## src/rtl/pin_debouncer.sv

```systemverilog
// pin_debouncer: debounces a raw asynchronous pin into a committed level plus
//    one-cycle rise/fall pulses.
// Latency: 2 synchronizer cycles + STABLE_CNT sample ticks (worst case
//    2 + STABLE_CNT*RATIO + 1 cycles) from a clean pin edge to btn_level.
// Backpressure: none; outputs are status/pulses, there is no consumer handshake.
// Ports:
//    pin_clk    - clock, all state on rising edge
//    pin_rst    - asynchronous active-low reset
//    pin_btn    - raw pin, possibly bouncing
//    btn_level  - debounced committed level
//    btn_rise   - one-cycle pulse on committed 0->1
//    btn_fall   - one-cycle pulse on committed 1->0
//    btn_busy   - high while a level change is being qualified
//    btn_toggle - flips on each committed rise when PIN_DEBOUNCER_TOGGLE_EN
//                 is defined; tied 0 otherwise (no flop)
// Optional feature macro: PIN_DEBOUNCER_TOGGLE_EN
module pin_debouncer #(
   parameter int unsigned RATIO      = 10,
   parameter int unsigned STABLE_CNT = 4
) (
   input  logic pin_clk,
   input  logic pin_rst,
   input  logic pin_btn,
   output logic btn_level,
   output logic btn_rise,
   output logic btn_fall,
   output logic btn_busy,
   output logic btn_toggle
);

   localparam int unsigned   CW       = (RATIO > 1) ? $clog2(RATIO) : 1;
   localparam logic [CW-1:0] TICK_MAX = CW'(RATIO - 1);
   localparam logic [7:0]    STAB_MAX = 8'(STABLE_CNT);

   typedef enum logic [1:0] {S_LO, S_LO2HI, S_HI, S_HI2LO} state_t;

   logic          meta_q, sync_q;
   logic [CW-1:0] cnt_q, cnt_d;
   logic          tick;
   state_t        state_q, state_d;
   logic [7:0]    stab_q, stab_d;
   logic          level_q, level_d;
   logic          rise_q, rise_d;
   logic          fall_q, fall_d;

   // Sample tick: counter restarts at 0 out of reset, so the first tick is
   // RATIO cycles after release. With RATIO=1 the counter stays 0 and tick
   // is permanently high.
   assign tick  = (cnt_q == TICK_MAX);
   assign cnt_d = tick ? '0 : cnt_q + CW'(1);

   always_comb begin
      state_d = state_q;
      stab_d  = stab_q;
      level_d = level_q;
      rise_d  = 1'b0;
      fall_d  = 1'b0;
      if (tick) begin
         case (state_q)
            S_LO: begin
               if (sync_q) begin
                  if (STABLE_CNT == 1) begin
                     state_d = S_HI;
                     level_d = 1'b1;
                     rise_d  = 1'b1;
                     stab_d  = 8'd0;
                  end else begin
                     state_d = S_LO2HI;
                     stab_d  = 8'd1;
                  end
               end
            end
            S_LO2HI: begin
               if (!sync_q) begin
                  // Bounce: abandon silently.
                  state_d = S_LO;
                  stab_d  = 8'd0;
               end else if (stab_q + 8'd1 == STAB_MAX) begin
                  state_d = S_HI;
                  level_d = 1'b1;
                  rise_d  = 1'b1;
                  stab_d  = 8'd0;
               end else begin
                  stab_d  = stab_q + 8'd1;
               end
            end
            S_HI: begin
               if (!sync_q) begin
                  if (STABLE_CNT == 1) begin
                     state_d = S_LO;
                     level_d = 1'b0;
                     fall_d  = 1'b1;
                     stab_d  = 8'd0;
                  end else begin
                     state_d = S_HI2LO;
                     stab_d  = 8'd1;
                  end
               end
            end
            S_HI2LO: begin
               if (sync_q) begin
                  state_d = S_HI;
                  stab_d  = 8'd0;
               end else if (stab_q + 8'd1 == STAB_MAX) begin
                  state_d = S_LO;
                  level_d = 1'b0;
                  fall_d  = 1'b1;
                  stab_d  = 8'd0;
               end else begin
                  stab_d  = stab_q + 8'd1;
               end
            end
            default: begin
               state_d = S_LO;
               stab_d  = 8'd0;
            end
         endcase
      end
   end

   always_ff @(posedge pin_clk or negedge pin_rst) begin
      if (!pin_rst) begin
         meta_q  <= 1'b0;
         sync_q  <= 1'b0;
         cnt_q   <= '0;
         state_q <= S_LO;
         stab_q  <= 8'd0;
         level_q <= 1'b0;
         rise_q  <= 1'b0;
         fall_q  <= 1'b0;
      end else begin
         meta_q  <= pin_btn;
         sync_q  <= meta_q;
         cnt_q   <= cnt_d;
         state_q <= state_d;
         stab_q  <= stab_d;
         level_q <= level_d;
         rise_q  <= rise_d;
         fall_q  <= fall_d;
      end
   end

   assign btn_level = level_q;
   assign btn_rise  = rise_q;
   assign btn_fall  = fall_q;
   assign btn_busy  = (state_q == S_LO2HI) || (state_q == S_HI2LO);

`ifdef PIN_DEBOUNCER_TOGGLE_EN
   logic toggle_q;
   // Flips on the same edge that raises btn_rise.
   always_ff @(posedge pin_clk or negedge pin_rst) begin
      if (!pin_rst) toggle_q <= 1'b0;
      else if (rise_d) toggle_q <= ~toggle_q;
   end
   assign btn_toggle = toggle_q;
`else
   assign btn_toggle = 1'b0;
`endif

endmodule

```

## config.mk

```make
export PLATFORM = sky130hd
export DESIGN_NAME = pin_debouncer
export DESIGN_NICKNAME = d
export VERILOG_FILES = /design/src/rtl/pin_debouncer.sv
export SDC_FILE = /design/constraint.sdc
export NUM_CORES = 1
export LEC_CHECK = 0
export CAP_MARGIN = 20
export CELL_PAD_IN_SITES_DETAIL_PLACEMENT = 0
export CELL_PAD_IN_SITES_GLOBAL_PLACEMENT = 2
export CORE_MARGIN = 2
export CORE_UTILIZATION = 36
export CTS_CLUSTER_DIAMETER = 100
export DETAILED_ROUTE_END_ITERATION = 6
export PLACE_DENSITY_LB_ADDON = 0.1
export SLEW_MARGIN = 0
export SYNTH_ARGS = -nofsm -noshare
export SYNTH_HDL_FRONTEND = slang
export SYNTH_SLANG_ARGS = --single-unit
```

## constraint.sdc

```tcl
create_clock -name pin_clk -period 2.77 [get_ports pin_clk]
set_input_delay 0.554 -clock pin_clk [delete_from_list [all_inputs] [get_ports pin_clk]]
set_output_delay 0.554 -clock pin_clk [all_outputs]
set_load 0.01 [all_outputs]
```

Yosys cells after proc, flatten, opt, wreduce, memory -nomap -nowiden. Index checks and enable logic that the tools add are counted.

$add $sub $neg: 2. Equality and inequality tests: 13. Multiplexer cells: 26. Reduce and logical (&&, ||, !) cells: 6.

Operators with widths (number): 8-bit two-way mux (5); 8-bit one-hot mux with 4 select lines (1); 2-bit two-way mux (6); 2-bit inequality test, second input constant (6); 1-bit two-way mux (11); 8-bit by 1-bit adder with 8-bit output, second input constant (1); 8-bit by 3-bit == test with 1-bit output, second input constant (1); 2-bit one-hot mux with 4 select lines (1); 3-bit inequality test, second input constant (2); 6-bit AND reduction (1); 5-bit AND reduction (1); 4-bit by 1-bit adder with 4-bit output, second input constant (1); 2-bit == test, second input constant (2); 4-bit == test, second input constant (1); 4-bit two-way mux (1); 3-bit AND reduction (1); 2-bit by 1-bit == test with 1-bit output, second input constant (1); 2-bit logical NOT (1); 1-bit one-hot mux with 2 select lines (1); 2-bit nonzero test (1); 1-bit logical OR (1).

Register bits after elaboration: 19. Input port bits: 3. Output and inout port bits: 5.

Depth between registers and ports, before layout.
Depth after elaboration: 6. Gate-level depth with buffers: 6.

Worst setup path after synthesis. OpenSTA, ideal clock, no wires.

Kind: reg-to-reg. Start: register stab_q[0]. End: register level_q (netlist: btn_level). Setup time: 0.124 ns. Data arrival time: 2.104 ns. Setup slack: 0.542 ns. Cell stages (with the launch flop): 6. Period minus slack after synthesis: 2.228 ns. Cell sequence: dfrtp_1 ha_1 or4b_4 or4b_4 a21o_2 a211o_1.

Longest elaborated chain between the ends: 4. Elaborated cells between the ends (all ways): 5. Classes of those cells: 1 x add/sub; 3 x eq/ne; 1 x reduce/logical.

Ends and longest elaborated chain: start, declared (RTL line 41) `logic [7:0] stab_q, stab_d;`; start signal, assigned (RTL line 136) `stab_q <= stab_d;`; 8-bit by 1-bit adder with 8-bit output * (RTL line 78, 104); 8-bit by 3-bit == test with 1-bit output * (RTL line 78, 104); 2-bit inequality test (no source line); 6-bit AND reduction (no source line) *; end signal, assigned (RTL line 137) `level_q <= level_d;`; end, declared (RTL line 42) `logic level_q, level_d;`.

Every way passes the cells marked *; elsewhere a longest branch is shown, timed or not. A chain may end at the register's enable or synchronous reset.

Worst setup path after layout. Same ends and word-level chain as after synthesis.

==> summary.md <==
| Metric | Value |
|---|---|
| Hold crit path type | `reg2reg` |
| DRT antenna net count | `0` |
| Outcome | `complete, no violations` |
| Setup_tns | `0 ns` |
| Final period utilization | `0.8581` |
| Starting Density | `0.3899` |
| Synth Instances | `94` |
| CTS tree | `built` |
| Port bufs | `6` |
| Critical Path AT | `2.57 ns` |
| Mapped Area | `983.4 µm²` |
| Synth async-reset ratio | `1.000` |
| Net Sw Power | `between 0.1 and 0.15 mW` |
| Data required time of the worst path | `2.97 ns` |
| Buffers and inverters on the worst path | `0` |
| Vias after detailed routing | `between 700 and 800` |
| GRT Residual Overflow | `0` |
| Final Critical Period | `2.377 ns` |
| Total wire length | `1896 µm` |
| # fillers | `about 250` |
| Post-synthesis cell type count | `37` |
| Setup Fix Bufs, Post-CTS | `0` |
| FF-to-FF path depth | `5` |
| Pin count of the biggest net entering global routing | `20` |
| Switch share | `0.2697` |
| Critical path class | `reg2reg` |
| Slowest CP cell | `or4b_4` |
| CTS resizes | `0` |
| CP Cell Sequence | `ha_1 > or4b_4 > or4b_4 > a21o_2 > a211o_1` |
| WL/cell | `about 15 µm` |
| Delay of the slowest critical-path stage | `0.52 ns` |
| CP max FO | `6` |
| Die height | `between 50 and 60 µm` |
| Maximum clock frequency | `between 400 and 500 MHz` |
| Multi-input logic area | `~460 µm²` |
| Final Max Tran Viols | `0` |
| Pre-antenna DRT Iters | `4` |
| Static leakage | `0.4766 nW` |
| FF-to-FF End | `btn_level` |
| Initial antenna violation count | `0` |
| Mean Syn Cell Area | `10.46 µm²` |
| Fraction of layout cells with a size suffix above 1 | `0.1400` |
| Synth Net Count | `98` |
| Clock Tree Buf Depth | `2` |
| Seq. cell area | `around 480 µm²` |
| Reg2Reg Setup Slack | `0.39 ns` |
| I/O pin total | `8` |
| Maxcap violations | `0` |
| Worst Hold End | `sync_q` |
| Clock skew | `approximately 0.0073 ns` |
| CTS clk-pin slew, worst paths | `between 0.1 and 0.15 ns` |
| Unrepaired setup endpoints after global routing | `no` |
| Post-CTS Hold Buffers | `0` |
| Sequential power share | `0.590` |
| DRC violations left | `0` |
| Seq/Total Area, Yosys | `0.4835` |
| Maximum VDD drop | `between 0.2 and 0.25 mV` |
| Hold path start | `meta_q` |
| Power, Total | `around 0.51 mW` |
| Total GRT Usage | `0.1343` |
| Family with the most delay on the worst path | `simple AND/OR/NAND/NOR gates` |
| Clock Latency Late Sink | `~0.31 ns` |
| Number of cell rows | `18` |
| First-pass GRT wire length | `about 3200 µm` |
| R2r startpoint | `stab_q[0]` |
| Die width | `approximately 56 µm` |
| Final hold viol count | `0` |
| Setup violators final | `0` |
| H-tree Lvls | `1` |
| CTS root buf | `clkbuf_4` |
| Core Region | `approximately 2500 µm²` |
| Main synth FF type | `dfrtp_1` |
| Comb pwr share | `0.125` |
| Element type at the critical path end | `register` |
| Post-synth EDFFs | `0` |
| Vias per inst | `5.485` |
| Clock sinks | `19` |
| N_diodes | `0` |
| Layout Area Growth over Synthesis | `11.45%` |
| Internal Power | `around 0.37 mW` |
| Vias in the first global route | `~660` |
| Nets@finish | `about 110` |
| DR iter-0 viols | `15` |
| Inserted Clock Buffers | `3` |
| Clock network power share | `0.285` |
| Hold depth | `0` |
| Pwr dens | `roughly 470 nW/µm²` |
| Crit start category | `register` |
| GP Congestion | `between 0.7 and 0.8` |
| Area of the die | `roughly 3200 µm²` |
| Crit-path most repeated cell | `or4b_4` |
| #FFs+latches synth | `19` |
| YS warnings | `0` |
| DP Wirelength | `~1400 µm` |
-- flip-flops by register name, indices dropped and copies added, names as in the netlist, named ones only --
register	count
stab_q	8
cnt_q	4
btn_fall	1
btn_level	1
btn_rise	1
meta_q	1
state_q	1
sync_q	1
-- placed cells by master (no fill, tap or decap), drive strengths merged, types with 2 or more instances in the layout --
cell type       n
a21o            3
nand2           5
clkbuf          4
buf             2
o21ai           7
nor4            2
nand3           3
and3            2
or3             2
nor3b           2
mux2            2
nor3            2
a21oi           7
nand4           2
or4b            2
a22o            2
dfrtp          19
inv             5
nor2            3
clkdlybuf4s50   6
xnor2           2
-- stage by stage --
| stage | util | cell area (µm²) | setup slack [ns] | instances | hold WS (ns) |
|---|---|---|---|---|---|
| floorplan | - | 983.4 | 0.5417 | 94 | 0.2584 |
| CTS | 0.4345 | 1096 | 0.3839 | 130 | 0.3880 |
| global placement | 0.4241 | 1070 | 0.4640 | 126 | 0.3318 |
| finish | 0.4345 | 1096 | 0.3931 | 130 | 0.3797 |
| global route | 0.4345 | 1096 | 0.2954 | 130 | 0.3940 |
| detailed placement | 0.4241 | 1070 | 0.4163 | 126 | 0.3617 |
-- power groups by stage --
stage                     clock, mW  combinational, mW  sequential [mW]
after floorplan                   0             0.0479            0.301
after global placement            0             0.0641            0.306
after detailed placement          0             0.0651            0.306
after CTS                     0.156             0.0653            0.301
after global routing          0.165             0.0727            0.304
final                         0.146             0.0639            0.301
-- synth_stat cells (all sizes together) (3+ instances only) --
cell type	number	area share
a21o	3	0.025
inv	5	0.019
clkbuf	5	0.019
nand2	5	0.019
a21oi	7	0.036
nand3	3	0.015
o21ai	7	0.036
dfrtp	19	0.48
nor2	3	0.011
-- kinds of logic (layout without fill, tap and decap cells) --
logic type | count (synthesis) | in the layout | share of synthesized area
and+or+nand+nor | 29 | 29 | 0.1896
AOI/OAI and AO/OA | 27 | 27 | 0.2049
DFF | 19 | 19 | 0.4835
buffers and inverters | 11 | 17 | 0.04581
xor gates and xnor gates | 3 | 3 | 0.02672
muxes | 3 | 3 | 0.03308
adders and majority gates | 1 | 1 | 0.01272
other | 1 | 1 | 0.003813
-- how the worst max path moves through the flow --
stage	start	slack, ns	to	cells after the start
final	stab_q[0]	0.39	btn_level	5
after global routing	stab_q[0]	0.30	btn_level	5
after CTS	stab_q[0]	0.38	btn_level	5
after detailed placement	stab_q[0]	0.42	btn_level	5
after global placement	stab_q[0]	0.46	btn_level	5
after floorplan	stab_q[0]	0.54	btn_level	5
-- area by class of cell --
class                           count  area share
Multi-Input combinational cell     64      0.4224
Timing Repair Buffer                8     0.06849
Inverter                            5     0.01712
Clock buffer                        4     0.02397
Tap cell                           30     0.03425
Sequential cell                    19      0.4338
-- metal layers --
layer / routed length, µm / global-route usage / vias to the layer above
li1: - / - / 361
met1: 970 / 0.1896 / 339
met2: 812 / 0.1849 / 8
met3: 63 / 0.02995 / 5
met4: 49 / 0.08163 / 0
met5: 0 / 0 / -
(Power assumes the default switching activity.)
